$ cat src/rtl/matmul_operand_loader_if.sv
// Element stream into the operand loader.
//   in_data  : matrix element (DATA_W bits)
//   in_valid : in_data is valid this cycle
//   in_ready : loader accepts a beat this cycle
// master = element source, slave = loader.
interface matmul_operand_loader_if #(
  parameter int DATA_W = 16
);
  logic [DATA_W-1:0] in_data;
  logic              in_valid;
  logic              in_ready;

  modport master (output in_data, output in_valid, input in_ready);
  modport slave  (input in_data, input in_valid, output in_ready);
endinterface

$ cat src/rtl/matmul_operand_loader.sv
// matmul_operand_loader
// Upstream feeder for the 1-to-12 operand demux of the matrix-multiply datapath.
// The first N_A accepted elements are steered to port 1 (sel1 = 0..N_A-1), the next
// N_B to port 2 (sel2 = 0..N_B-1). A clear request produces a single-cycle SEL_CLR
// strobe on both selectors with zero data.
// Ports:
//   clk, rst_n          clock, asynchronous active-low reset
//   start, clear_req    command pulses, sampled only while idle (start has priority)
//   in_s                element stream (slave side of matmul_operand_loader_if)
//   data_out1, sel1     demux port 1 (squared operand slots)
//   data_out2, sel2     demux port 2 (second operand slots)
//   busy                high whenever the loader is outside IDLE
//   done                one-cycle pulse once the last B element has been presented
// All data/selector outputs are registered; the demux samples them on the falling edge.
module matmul_operand_loader #(
  parameter int          DATA_W   = 16,
  parameter int          N_A      = 4,
  parameter int          N_B      = 6,
  parameter logic [2:0]  SEL_IDLE = 3'b110,
  parameter logic [2:0]  SEL_CLR  = 3'b111
) (
  input  logic                  clk,
  input  logic                  rst_n,
  input  logic                  start,
  input  logic                  clear_req,
  matmul_operand_loader_if.slave in_s,
  output logic [DATA_W-1:0]     data_out1,
  output logic [2:0]            sel1,
  output logic [DATA_W-1:0]     data_out2,
  output logic [2:0]            sel2,
  output logic                  busy,
  output logic                  done
);

  localparam logic [2:0] LAST_A = 3'(N_A - 1);
  localparam logic [2:0] LAST_B = 3'(N_B - 1);

  typedef enum logic [2:0] {
    S_IDLE   = 3'd0,
    S_LOAD_A = 3'd1,
    S_LOAD_B = 3'd2,
    S_DONE   = 3'd3,
    S_CLEAR  = 3'd4
  } state_t;

  state_t              state_q, state_d;
  logic [2:0]          cnt_q, cnt_d;
  logic [2:0]          sel1_q, sel1_d;
  logic [2:0]          sel2_q, sel2_d;
  logic [DATA_W-1:0]   data1_q, data1_d;
  logic [DATA_W-1:0]   data2_q, data2_d;
  logic                ready;
  logic                beat;

  // Handshake and status are decoded straight from the registered state, so they
  // change only at the rising edge like every other output.
  assign ready = (state_q == S_LOAD_A) || (state_q == S_LOAD_B);
  assign beat  = ready & in_s.in_valid;

  assign in_s.in_ready = ready;
  assign busy          = (state_q != S_IDLE);
  assign done          = (state_q == S_DONE);
  assign sel1          = sel1_q;
  assign sel2          = sel2_q;
  assign data_out1     = data1_q;
  assign data_out2     = data2_q;

  // Selectors default to SEL_IDLE every cycle so each slot strobe lasts exactly one
  // cycle; data registers hold their value between beats.
  always_comb begin
    state_d = state_q;
    cnt_d   = cnt_q;
    sel1_d  = SEL_IDLE;
    sel2_d  = SEL_IDLE;
    data1_d = data1_q;
    data2_d = data2_q;
    unique case (state_q)
      S_IDLE: begin
        if (start) begin
          state_d = S_LOAD_A;
          cnt_d   = '0;
        end else if (clear_req) begin
          state_d = S_CLEAR;
          sel1_d  = SEL_CLR;
          sel2_d  = SEL_CLR;
          data1_d = '0;
          data2_d = '0;
        end
      end
      S_LOAD_A: begin
        if (beat) begin
          data1_d = in_s.in_data;
          sel1_d  = cnt_q;
          if (cnt_q == LAST_A) begin
            // Hand over to port 2 on the same edge: no bubble between A and B.
            state_d = S_LOAD_B;
            cnt_d   = '0;
          end else begin
            cnt_d = cnt_q + 3'd1;
          end
        end
      end
      S_LOAD_B: begin
        if (beat) begin
          data2_d = in_s.in_data;
          sel2_d  = cnt_q;
          if (cnt_q == LAST_B) begin
            state_d = S_DONE;
            cnt_d   = '0;
          end else begin
            cnt_d = cnt_q + 3'd1;
          end
        end
      end
      S_DONE:  state_d = S_IDLE;
      S_CLEAR: state_d = S_IDLE;
      default: state_d = S_IDLE;
    endcase
  end

  always_ff @(posedge clk or negedge rst_n) begin
    if (!rst_n) begin
      state_q <= S_IDLE;
      cnt_q   <= '0;
      sel1_q  <= SEL_IDLE;
      sel2_q  <= SEL_IDLE;
      data1_q <= '0;
      data2_q <= '0;
    end else begin
      state_q <= state_d;
      cnt_q   <= cnt_d;
      sel1_q  <= sel1_d;
      sel2_q  <= sel2_d;
      data1_q <= data1_d;
      data2_q <= data2_d;
    end
  end

endmodule

$ cat src/flat_wrapper.sv
// flat-port wrapper written by rule: the top's interface ports become plain ports
module matmul_operand_loader_flat 
#(
  parameter int          DATA_W   = 16,
  parameter int          N_A      = 4,
  parameter int          N_B      = 6,
  parameter logic [2:0]  SEL_IDLE = 3'b110,
  parameter logic [2:0]  SEL_CLR  = 3'b111
)
  (clk, rst_n, start, clear_req, data_out1, sel1, data_out2, sel2, busy, done, in_s_in_data, in_s_in_valid, in_s_in_ready);
  matmul_operand_loader_if #(.DATA_W(DATA_W)) in_s_i ();
  input  logic clk;
  input  logic rst_n;
  input  logic start;
  input  logic clear_req;
  output logic [DATA_W-1:0] data_out1;
  output logic [2:0] sel1;
  output logic [DATA_W-1:0] data_out2;
  output logic [2:0] sel2;
  output logic busy;
  output logic done;
  input wire logic [$bits(in_s_i.in_data)-1:0] in_s_in_data;
  input wire logic [$bits(in_s_i.in_valid)-1:0] in_s_in_valid;
  output wire logic [$bits(in_s_i.in_ready)-1:0] in_s_in_ready;
  assign in_s_i.in_data = in_s_in_data;
  assign in_s_i.in_valid = in_s_in_valid;
  assign in_s_in_ready = in_s_i.in_ready;
  matmul_operand_loader #(.DATA_W(DATA_W), .N_A(N_A), .N_B(N_B), .SEL_IDLE(SEL_IDLE), .SEL_CLR(SEL_CLR)) u_core (.clk(clk), .rst_n(rst_n), .start(start), .clear_req(clear_req), .in_s(in_s_i), .data_out1(data_out1), .sel1(sel1), .data_out2(data_out2), .sel2(sel2), .busy(busy), .done(done));
endmodule
$ cat config.mk
export PLATFORM = sky130hd
export DESIGN_NAME = matmul_operand_loader_flat
export DESIGN_NICKNAME = d
export VERILOG_FILES = /design/src/rtl/matmul_operand_loader_if.sv /design/src/rtl/matmul_operand_loader.sv /design/src/flat_wrapper.sv
export SDC_FILE = /design/constraint.sdc
export NUM_CORES = 1
export LEC_CHECK = 0
export ABC_AREA = 1
export BUFFER_PORTS_ARGS = -buffer_cell sky130_fd_sc_hd__buf_2
export CAP_MARGIN = 25
export CORE_MARGIN = 3
export CORE_UTILIZATION = 50
export CTS_BUF_LIST = sky130_fd_sc_hd__clkbuf_2
export DETAILED_ROUTE_END_ITERATION = 8
export HOLD_SLACK_MARGIN = 0.08
export PLACE_DENSITY = 0.84
export SLEW_MARGIN = 15
export SYNTH_ARGS = -nofsm -noshare
export SYNTH_HDL_FRONTEND = slang
export SYNTH_SLANG_ARGS = --single-unit
export TNS_END_PERCENT = 1
$ cat constraint.sdc
create_clock -name clk -period 2.9 [get_ports clk]
set_input_delay 0.145 -clock clk [delete_from_list [all_inputs] [get_ports clk]]
set_output_delay 0.145 -clock clk [all_outputs]
set_load 0.02 [all_outputs]
# [After elaboration in Yosys (flattened, before gate mapping)]
# Index checks and enable logic that the tools add are counted.
[totals] ff_bits=44 output_inout_bits=41
[op_classes] n_addsub=1 eq_ne=13 n_mux=23 bitwise_logic=1 reduce_logical=10
[ops] cell="$pmux W16 S2" n=2
[ops] cell="$mux W16" n=3
[ops] cell="$mux W3" n=13
[ops] cell="$pmux W3 S3" n=2
[ops] cell="$pmux W3 S2" n=2
[ops] cell="$reduce_and A4 Y1" n=3
[ops] cell="$ne A2 B2 Y1 const B" n=5
[ops] cell="$eq A3 B2 Y1 const B" n=3
[ops] cell="$reduce_bool A3 Y1" n=2
[ops] cell="$reduce_and A5 Y1" n=1
[ops] cell="$ne A2 B1 Y1 const B" n=2
[ops] cell="$reduce_bool A2 Y1" n=2
[ops] cell="$add A3 B1 Y3 const B" n=1
[ops] cell="$eq A3 B1 Y1 const B" n=1
[ops] cell="$eq A3 B3 Y1 const B" n=1
[ops] cell="$logic_not A3 Y1" n=1
[ops] cell="$ne A3 B3 Y1 const B" n=1
[ops] cell="$and A1 B1 Y1" n=1
[ops] cell="$logic_or A1 B1 Y1" n=1
[ops] cell="$mux W1" n=1

# [Depth between registers and ports, before layout]
# Gate-level depths: netlist of the first run.
[depth] ltp_word=5 ltp_mapped=9 mapped_depth_nobuf=9

# [Least setup slack after synthesis of the first run]
# No wires, ideal clock.
[synth_timing] path_type="register -> register" startpoint="register u_core.cnt_q[0]" endpoint="register u_core.state_q[0]" setup_time_ps=65 arrival_ps=1210 required_ps=2835 setup_slack_ps=1624 path_stages_with_launch=10 cell_sequence="dfrtp_1 -> ha_1 -> ha_1 -> inv_1 -> nand3_1 -> nand2_1 -> inv_1 -> nand3_1 -> nand2_1 -> nand2_1"
[synth_between] elab_chain_len=3 word_cells_on_any_way=5 cone_classes="eq/ne: 4; reduce/logical: 1"
[synth_rtl] item="from (decl)" line="matmul_operand_loader.sv:47" rtl="logic [2:0] cnt_q, cnt_d;"
[synth_rtl] item="from (signal assigned)" line="matmul_operand_loader.sv:131" rtl="cnt_q <= cnt_d;"
[synth_rtl] item="$eq A3 B2 Y1 or $eq A3 B3 Y1 (tied branches)" line="matmul_operand_loader.sv:94, matmul_operand_loader.sv:107"
[synth_rtl] item="$ne A2 B2 Y1 (no source line)"
[synth_rtl] item="$reduce_and A5 Y1 (no source line) (*)"
[synth_rtl] item="to (signal assigned)" line="matmul_operand_loader.sv:130" rtl="state_q <= state_d;"
[synth_rtl] item="to (decl)" line="matmul_operand_loader.sv:46" rtl="state_t state_q, state_d;"
# Mark *: on every way between the ends. The rest lies on a longest branch, timed or not.
# A chain may end at the register's enable or synchronous reset.

# [Worst setup path in the final report of the first run]
[layout_timing] startpoint="register u_core.state_q[0]" endpoint="output in_s_in_ready"
[layout_between] elab_chain_len=2 word_cells_on_any_way=3 cone_classes="eq/ne: 2; reduce/logical: 1"
[layout_rtl] item="$eq A3 B1 Y1 or $eq A3 B2 Y1 (tied branches)" line="matmul_operand_loader.sv:57" rtl="assign ready = (state_q == S_LOAD_A) || (state_q == S_LOAD_B);"
[layout_rtl] item="$logic_or A1 B1 Y1 (*)" line="matmul_operand_loader.sv:57"
[layout_rtl] item="to (decl)" line="flat_wrapper.sv:24" rtl="output wire logic [$bits(in_s_i.in_ready)-1:0] in_s_in_ready;"
# Marked as above.

==> impl_metrics.py, run 1 <==
metrics = {
    "yosys": {
        "synth-seq-cells": 44,
        "async_flop_share_pct": 100,
        "syn_area_sq_mm": 0.00223,
        "synthFlopType": "dfrtp_1",
        "synthCells": 229,
        "synthDistinctLibCells": 25,
        "syn_nets": 255,
        "syn_avg_cell_area_sq_um": 9.74,
        "synth_edf_count": 0,
        "synth_warnings": 0,
        "seq_area_frac_synth_pct": 49.6,
    },
    "global_route": {
        "grt_max_degree": 45,
        "antenna_found_initial": 0,
        "grt_pass1_wl_microns": 7960,
        "grt_pass1_vias": 1705,
        "grt-ovfl-total": 0,
        "grtUsageTotal_pct": 19.4,
    },
    "final_layout": {
        "area_delta_synth_final_pct": 25.1,
        "layout-drive-gt1-share_pct": 48.9,
        "antenna_cells": 0,
        "nFillCells": 332,
        "final_cells": 359,
        "finalNetCount": 334,
        "finalInstanceArea_sq_mm": 0.00279,
    },
    "worst_setup_path": {
        "worstPathRequired_ps": 2760,
        "startpoint_type": "register",
        "worstPathMaxFanout": 5,
        "worstPathArrival_ps": 1580,
        "rrSetupSlack_ps": 1300,
        "r2r_cells": 7,
        "crit_type": "reg -> out",
        "cp-end-kind": "primary output",
        "startpoint": "u_core.state_q[0]$_DFFE_PN0P_",
        "cp-endpoint": "in_s_in_ready",
        "r2r-end": "u_core.data_out1[5]$_DFFE_PN0P_",
        "rr_startpoint": "u_core.state_q[0]$_DFFE_PN0P_",
    },
    "route": {
        "drt-initial-drc-count": 99,
        "dr.pass1.iters": 4,
        "num_vias": 1813,
        "wirelength_microns": 5060,
        "ant_nets": 0,
        "drc_errors": 0,
        "vias_per_cell": 5.05,
        "wl_per_cell_microns": 14.1,
    },
    "cts": {
        "tritoncts": "built",
        "clock_latency_ps": 420,
        "root_buffer": "clkbuf_2",
        "post_cts_resized": 0,
        "clk_pin_slew_ps": 210,
        "post_cts_buffers": 0,
        "ctsHoldBuffers": 19,
        "cts_made_buffers": 5,
        "cts.sinks": 44,
        "htree_num_levels": 2,
        "clk_path_buf_depth": 2,
    },
    "placed_design": {
        "portBuffers": 61,
        "dp_cells": 330,
        "place_area_sq_mm": 0.00250,
        "hpwl_microns": 3280,
        "place_congestion": 0.859,
    },
    "sta": {
        "worst_pin_slew_ps": 501,
        "setup_violations": 0,
        "tns_ps": 0,
        "rsz0062_at_grt": "no",
        "final_hold_viol_count": 0,
        "period_needed_ps": 1720,
        "relSlewSlack_pct": 66.6,
        "fmax_ghz": 0.581,
        "slew_viol_final": 0,
        "min_period_over_period_pct": 59.3,
        "finClkSkew_ps": 11.3,
    },
    "die": {
        "ios": 62,
        "die-height_microns": 72.8,
        "die_x_microns": 72.8,
        "row_count": 23,
        "initial_core_util_pct": 53.8,
        "core_sq_mm": 0.00414,
        "dieArea_sq_mm": 0.00530,
    },
    "power": {
        "power_density_mw_per_mm2": 1060,
        "peakVddDrop_mv": 0.548,
        "leakage_nw": 1.41,
    },
    "status": {
        "run_status": "finished clean",
    },
    "hold_path": {
        "hold_class": "in -> reg",
    },
    "job": {
        "maxCapViolCount": 0,
    },
}
[metal layers]
metal  up-vias  global-route usage, %  share of wire [%]
met5         -                      0                  0
met4         0                   6.35                1.6
met3         9                   5.23                5.3
met2        49                   32.0                 51
met1       864                   24.7                 42
li1        891                      -                  -
[kinds of logic after synthesis]
group | count (synthesis) | synth area share [%]
buffers and inverters | 28 | 7.40
adder cells (fa/ha/maj) | 5 | 2.80
flip-flops | 44 | 49.6
AND/OR/NAND/NOR | 110 | 24.6
AO/OA/AOI/OAI | 42 | 15.6
[state kept, by name (all words and copies together), names as in the netlist]
signal            count
u_core.sel2           3
u_core.state_q        3
u_core.data_out1     16
u_core.cnt_q          3
u_core.data_out2     16
u_core.sel1           3
[critical path, cell delays in order, from the launching register on]
cell and delay [ps]:
dfrtp_1 510, nor2_2 250, nand2_2 120, nand2_2 120
buf_2 170
[synthesized netlist by cell type (all sizes together) (3+ instances only)]
library cell  count  area share [%]
nand2            88              19
dfrtp            40              45
o21ai            38              14
inv              18             3.1
nand3            13             3.1
buf              10             4.3
ha                5             2.8
nor2              5             1.3
dfstp             4             4.7
a21oi             3            0.67
nand4             3            0.84
[where the power goes]
group | switching [mW] | internal, mW | total (mW)
Sequential | 0.179 | 0.832 | 1.01
Clock | 0.207 | 0.145 | 0.351
Combinational | 1.11 | 0.483 | 1.59
Total | 1.50 | 1.46 | 2.95
[cells in the final DEF, fill, tap and decap left out, types with 5 or more instances in the layout]
master | netlist | routed
dfrtp_1 | 40 | 40
buf_2 | 1 | 61
inv_1 | 11 | 11
o21ai_2 | 32 | 32
ha_1 | 5 | 5
nand2_1 | 54 | 54
nand2_2 | 32 | 32
clkbuf_2 | 0 | 5
dlygate4sd3_1 | 0 | 20
inv_2 | 6 | 6
nand3_1 | 12 | 12
[area by class of cell]
cell class,count,area [sq um],share of cell area [%]
clock buffer,5,25.0,0.896
multi-input combinational,157,960,34.4
clock inverter,3,42.5,1.52
sequential,44,1110,39.6
tap,50,62.6,2.24
inverter,18,70.1,2.51
timing repair buffer,82,526,18.8
[metrics by stage]
stage	worst slack (ps)	hold WS (ps)	utilization, %	total power, mW
CTS	1180	93.8	66.6	2.96
global placement	1390	344	60.4	2.56
global route	1050	122	67.4	3.15
detailed placement	1320	355	60.4	2.59
floorplan	1620	-151	-	2.32
finish	1180	117	67.4	2.95
[worst min path at each step]
stage / startpoint / end / slack, ps / cells past startpoint
after floorplan: rst_n / u_core.cnt_q[0]$_DFFE_PN0P_ / -150 / 0
after global placement: rst_n / u_core.cnt_q[2]$_DFFE_PN0P_ / 340 / 1
after CTS: start / u_core.state_q[2]$_DFFE_PN0P_ / 90 / 4
after detailed placement: rst_n / u_core.cnt_q[2]$_DFFE_PN0P_ / 360 / 1
final: start / u_core.state_q[2]$_DFFE_PN0P_ / 120 / 4
after global routing: start / u_core.state_q[2]$_DFFE_PN0P_ / 120 / 4
(Power assumes the default switching activity.)
==> run 2: changes to the inputs <==
==> constraint.sdc (replaced) <==
create_clock -name clk -period 1.6 [get_ports clk]
set_input_delay 0.08 -clock clk [delete_from_list [all_inputs] [get_ports clk]]
set_output_delay 0.08 -clock clk [all_outputs]
set_load 0.02 [all_outputs]
==> impl_metrics.py, run 2 (synthesized netlist as in run 1, its figures left out) <==
metrics = {
    "final_layout": {
        "finalNetCount": 341,
        "nFillCells": 325,
        "layout-drive-gt1-share_pct": 51.1,
        "final_cell_mix": "60 x buf_2, 54 x nand2_1, 37 x dfrtp_1",
        "postLayoutCoreUtil_pct": 69.9,
        "antenna_cells": 0,
        "finalInstanceArea_sq_mm": 0.00290,
        "area_delta_synth_final_pct": 29.9,
        "seq_area_sq_mm": 0.00111,
        "mostFrequentLayoutCell": "buf_2",
        "multi_input_area_sq_um": 965,
        "final_cells": 365,
    },
    "route": {
        "drt-initial-drc-count": 137,
        "num_vias": 1832,
        "wirelength_microns": 5190,
        "wl_per_cell_microns": 14.2,
        "vias_per_cell": 5.02,
        "drc_errors": 0,
        "ant_nets": 0,
        "dr.pass1.iters": 4,
    },
    "cts": {
        "cts_made_buffers": 5,
        "htree_num_levels": 2,
        "tritoncts": "built",
        "cts.sinks": 44,
        "root_buffer": "clkbuf_2",
        "clock_latency_ps": 430,
        "clk_pin_slew_ps": 230,
        "clk_path_buf_depth": 2,
    },
    "sta": {
        "rsz0062_at_grt": "yes",
        "tns_ps": 0,
        "relSlewSlack_pct": 74.6,
        "min_period_over_period_pct": 96.7,
        "worst_pin_slew_ps": 380,
        "fin_hold_ws_ps": 111,
        "period_needed_ps": 1550,
        "slew_viol_final": 0,
        "setup_violations": 0,
        "fin_ws_ps": 53.2,
        "fmax_ghz": 0.647,
        "finClkSkew_ps": 28.1,
        "final_hold_viol_count": 0,
    },
    "placed_design": {
        "portBuffers": 61,
        "hpwl_microns": 3370,
        "place_area_sq_mm": 0.00258,
        "post-place-ws_ps": 154,
        "place_congestion": 0.847,
        "dp_cells": 335,
    },
    "global_route": {
        "grt_pass1_wl_microns": 8470,
        "grtUsageTotal_pct": 20.7,
        "grt-ovfl-total": 0,
        "grt_max_degree": 45,
        "grt_pass1_vias": 1810,
        "antenna_found_initial": 0,
    },
    "power": {
        "peakVddDrop_mv": 0.952,
        "power_density_mw_per_mm2": 2000,
        "leakage_nw": 1.46,
        "power.total_mw": 5.80,
    },
    "die": {
        "die_x_microns": 72.8,
        "core_sq_mm": 0.00414,
        "die-height_microns": 72.8,
        "row_count": 23,
        "initial_core_util_pct": 53.8,
        "dieArea_sq_mm": 0.00530,
        "ios": 62,
    },
    "worst_setup_path": {
        "cp-end-kind": "primary output",
        "worstPathMaxFanout": 4,
        "rrSetupSlack_ps": 130,
        "rr_startpoint": "u_core.state_q[2]$_DFFE_PN0P_",
        "worstPathRequired_ps": 1520,
        "worstPathArrival_ps": 1470,
        "r2r_cells": 7,
        "crit_type": "reg -> out",
        "startpoint_type": "register",
        "startpoint": "u_core.state_q[2]$_DFFE_PN0P_",
        "r2r-end": "u_core.data_out2[8]$_DFFE_PN0P_",
    },
    "hold_path": {
        "hold_class": "in -> async",
    },
    "status": {
        "run_status": "finished clean",
    },
    "job": {
        "maxCapViolCount": 0,
    },
}
## run 2: worst max-delay path, cell delays in order, from the launching register on
cell and delay, ps:
dfrtp_2 500, nor2_4 170, nand2_2 110, nand2_2 120, buf_4 150
## run 2: worst max path at each step
stage | end | slack [ps]
floorplan | u_core.state_q[0]$_DFFE_PN0P_ | 320
global placement | u_core.data_out2[8]$_DFFE_PN0P_ | 170
detailed placement | u_core.cnt_q[1]$_DFFE_PN0P_ | 150
CTS | in_s_in_ready | 20
global route | in_s_in_ready | -30
finish | in_s_in_ready | 50
## run 2: routing by layer
layer  GRT usage, %  routed length, microns
met3           4.13                     292
met2           33.7                    2650
met1           27.5                    2170
met5              0                       0
met4           7.38                      82
## run 2: power breakdown
group | internal [mW] | switching, mW
registers | 1.51 | 0.317
logic | 1.09 | 2.10
clock network | 0.412 | 0.367
## run 2: cell type report
cell class	instances	area share, %
clock buffer	5	0.864
clock inverter	2	2.07
inverter	18	2.42
multi-input combinational	157	33.3
sequential	44	38.3
tap	50	2.16
timing repair buffer	89	20.9
## run 2: what timing repair did
item                                    in CTS  in global routing
resized for setup                            2                  3
endpoints found under the hold margin       84                  0
hold buffers                                20                  0
endpoints found under the setup margin       1                  5
setup buffers                                1                  2
pin swaps                                    0                  1
==> run 3: changes to the inputs <==
--- a/config.mk
+++ b/config.mk
@@ -9,11 +9,11 @@
 export BUFFER_PORTS_ARGS = -buffer_cell sky130_fd_sc_hd__buf_2
 export CAP_MARGIN = 25
 export CORE_MARGIN = 3
-export CORE_UTILIZATION = 50
+export CORE_UTILIZATION = 49
 export CTS_BUF_LIST = sky130_fd_sc_hd__clkbuf_2
 export DETAILED_ROUTE_END_ITERATION = 8
 export HOLD_SLACK_MARGIN = 0.08
-export PLACE_DENSITY = 0.84
+export PLACE_DENSITY = 0.86
 export SLEW_MARGIN = 15
 export SYNTH_ARGS = -nofsm -noshare
 export SYNTH_HDL_FRONTEND = slang
==> constraint.sdc (replaced) <==
create_clock -name clk -period 1.4 [get_ports clk]
set_input_delay 0.07 -clock clk [delete_from_list [all_inputs] [get_ports clk]]
set_output_delay 0.07 -clock clk [all_outputs]
set_load 0.02 [all_outputs]
==> impl_metrics.py, run 3 (synthesized netlist as in run 1, its figures left out) <==
metrics = {
    "cts": {
        "cts.sinks": 44,
        "tritoncts": "built",
        "clk_pin_slew_ps": 230,
        "clk_path_buf_depth": 2,
        "clock_latency_ps": 410,
        "htree_num_levels": 2,
        "cts_made_buffers": 5,
        "root_buffer": "clkbuf_2",
    },
    "sta": {
        "relSlewSlack_pct": 69.9,
        "fmax_ghz": 0.674,
        "finClkSkew_ps": 9.17,
        "tns_ps": -1260,
        "final_hold_viol_count": 0,
        "fin_ws_ps": -83.6,
        "slew_viol_final": 0,
        "min_period_over_period_pct": 106,
        "setup_violations": 35,
        "rsz0062_at_grt": "yes",
        "worst_pin_slew_ps": 450,
        "period_needed_ps": 1480,
    },
    "job": {
        "maxCapViolCount": 0,
    },
    "worst_setup_path": {
        "crit_path_top_delay_cell": "dfrtp_2",
        "r2r_cells": 6,
        "cp-end-kind": "primary output",
        "worstPathMaxFanout": 4,
        "worstPathRequired_ps": 1330,
        "crit_type": "reg -> out",
        "worstPathArrival_ps": 1410,
        "path_cells": "inv_4 > nand2_4 > nor2_4 > inv_2 > buf_6",
        "startpoint_type": "register",
        "critical_path.max_stage_delay_ps": 510,
    },
    "placed_design": {
        "place_congestion": 0.869,
        "hpwl_microns": 3610,
        "portBuffers": 61,
    },
    "route": {
        "wirelength_microns": 5770,
        "drc_errors": 0,
        "drt-initial-drc-count": 193,
        "ant_nets": 0,
        "num_vias": 1919,
        "wl_per_cell_microns": 15.3,
        "vias_per_cell": 5.10,
        "dr.pass1.iters": 4,
    },
    "power": {
        "leakage_nw": 1.52,
        "power.total_mw": 6.81,
        "p_comb_share_pct": 61.7,
        "p_seq_share_pct": 30.6,
        "power_density_mw_per_mm2": 2250,
        "switching_power_mw": 3.39,
        "peakVddDrop_mv": 1.15,
        "clockPowerShare_pct": 7.7,
        "p_int_mw": 3.41,
        "p_sw_share_pct": 49.9,
    },
    "die": {
        "initial_core_util_pct": 53.1,
        "core_sq_mm": 0.00420,
        "die_x_microns": 73.5,
        "dieArea_sq_mm": 0.00540,
        "row_count": 23,
        "ios": 62,
        "die-height_microns": 73.5,
    },
    "final_layout": {
        "layout-drive-gt1-share_pct": 55.4,
        "finalNetCount": 351,
        "final_cell_mix": "58 x buf_2, 49 x nand2_1, 37 x dfrtp_1",
        "nFillCells": 297,
        "mostFrequentLayoutCell": "buf_2",
        "area_delta_synth_final_pct": 35.9,
    },
    "global_route": {
        "grt_pass1_vias": 1968,
        "grt_max_degree": 33,
        "antenna_found_initial": 0,
        "grtUsageTotal_pct": 22.8,
        "grt-ovfl-total": 0,
        "grt_pass1_wl_microns": 9230,
    },
    "status": {
        "run_status": "complete, but fails checks",
        "violations": "setup timing",
    },
    "hold_path": {
        "hold_class": "in -> async",
    },
}
-- run 3: layout make-up --
cell class	instances	area, sq um	area share (%)
sequential	44	1110	36.6
multi-input combinational	157	1020	33.8
timing repair buffer	99	719	23.7
inverter	18	75.1	2.48
tap	50	62.6	2.06
clock buffer	5	25.0	0.825
clock inverter	2	12.5	0.413
antenna	1	2.50	0.0825
-- run 3: timing repair --
action / in CTS / in global routing
setup endpoints to repair: 28 / 40
resized for setup: 19 / 7
pin swaps: 5 / 2
buffers inserted: 7 / 1
hold endpoints to repair: 80 / 0
hold buffers: 22 / 0
-- run 3: per-stage QoR --
step           cell area (sq um)  worst slack (ps)  hold WS (ps)  utilization, %  instances
2_1_floorplan               2230               124          -226               -        229
3_3_place_gp                2630              42.4          3.89            62.5        338
3_5_place_dp                2630             -28.5          15.9            62.5        338
4_1_cts                     3000             -78.0           189            71.3        374
5_1_grt                     3030              -136           169            72.1        375
6_report                    3030             -83.6           203            72.2        376
-- run 3: power by group through the flow --
stage               clock, mW  combinational (mW)  sequential (mW)
floorplan                   0                2.27             2.54
global placement            0                3.62             2.08
detailed placement          0                3.71             2.10
CTS                     0.529                4.08             2.07
global route            0.576                4.51             2.14
finish                  0.524                4.20             2.09
-- run 3: final timing paths --
check / endpoint / slack [ps] / startpoint
min reg2reg: u_core.data_out1[7]$_DFFE_PN0P_ / 510 / u_core.data_out1[7]$_DFFE_PN0P_
min: u_core.data_out1[13]$_DFFE_PN0P_ / 200 / rst_n
max reg2reg: u_core.data_out1[15]$_DFFE_PN0P_ / -60 / u_core.state_q[0]$_DFFE_PN0P_
min in group clk: u_core.data_out1[13]$_DFFE_PN0P_ / 430 / in_s_in_data[13]
max: busy / -80 / u_core.state_q[2]$_DFFE_PN0P_
max in group asynchronous: u_core.state_q[2]$_DFFE_PN0P_ / 310 / rst_n
-- run 3: per-layer routing --
layer  vias up  global-route usage, %  share of wire (%)
li1        924                      -                  -
met1       881                   28.5                 41
met2        89                   36.5                 49
met3        25                   4.51                6.4
met4         0                   12.9                3.7
met5         -                      0                  0
-- run 3: worst max-delay path, delay by kind of cell (launching register included) --
kind | cells | cell delay, ps
buffers and inverters | 3 | 290
DFF | 1 | 510
and+or+nand+nor | 2 | 200
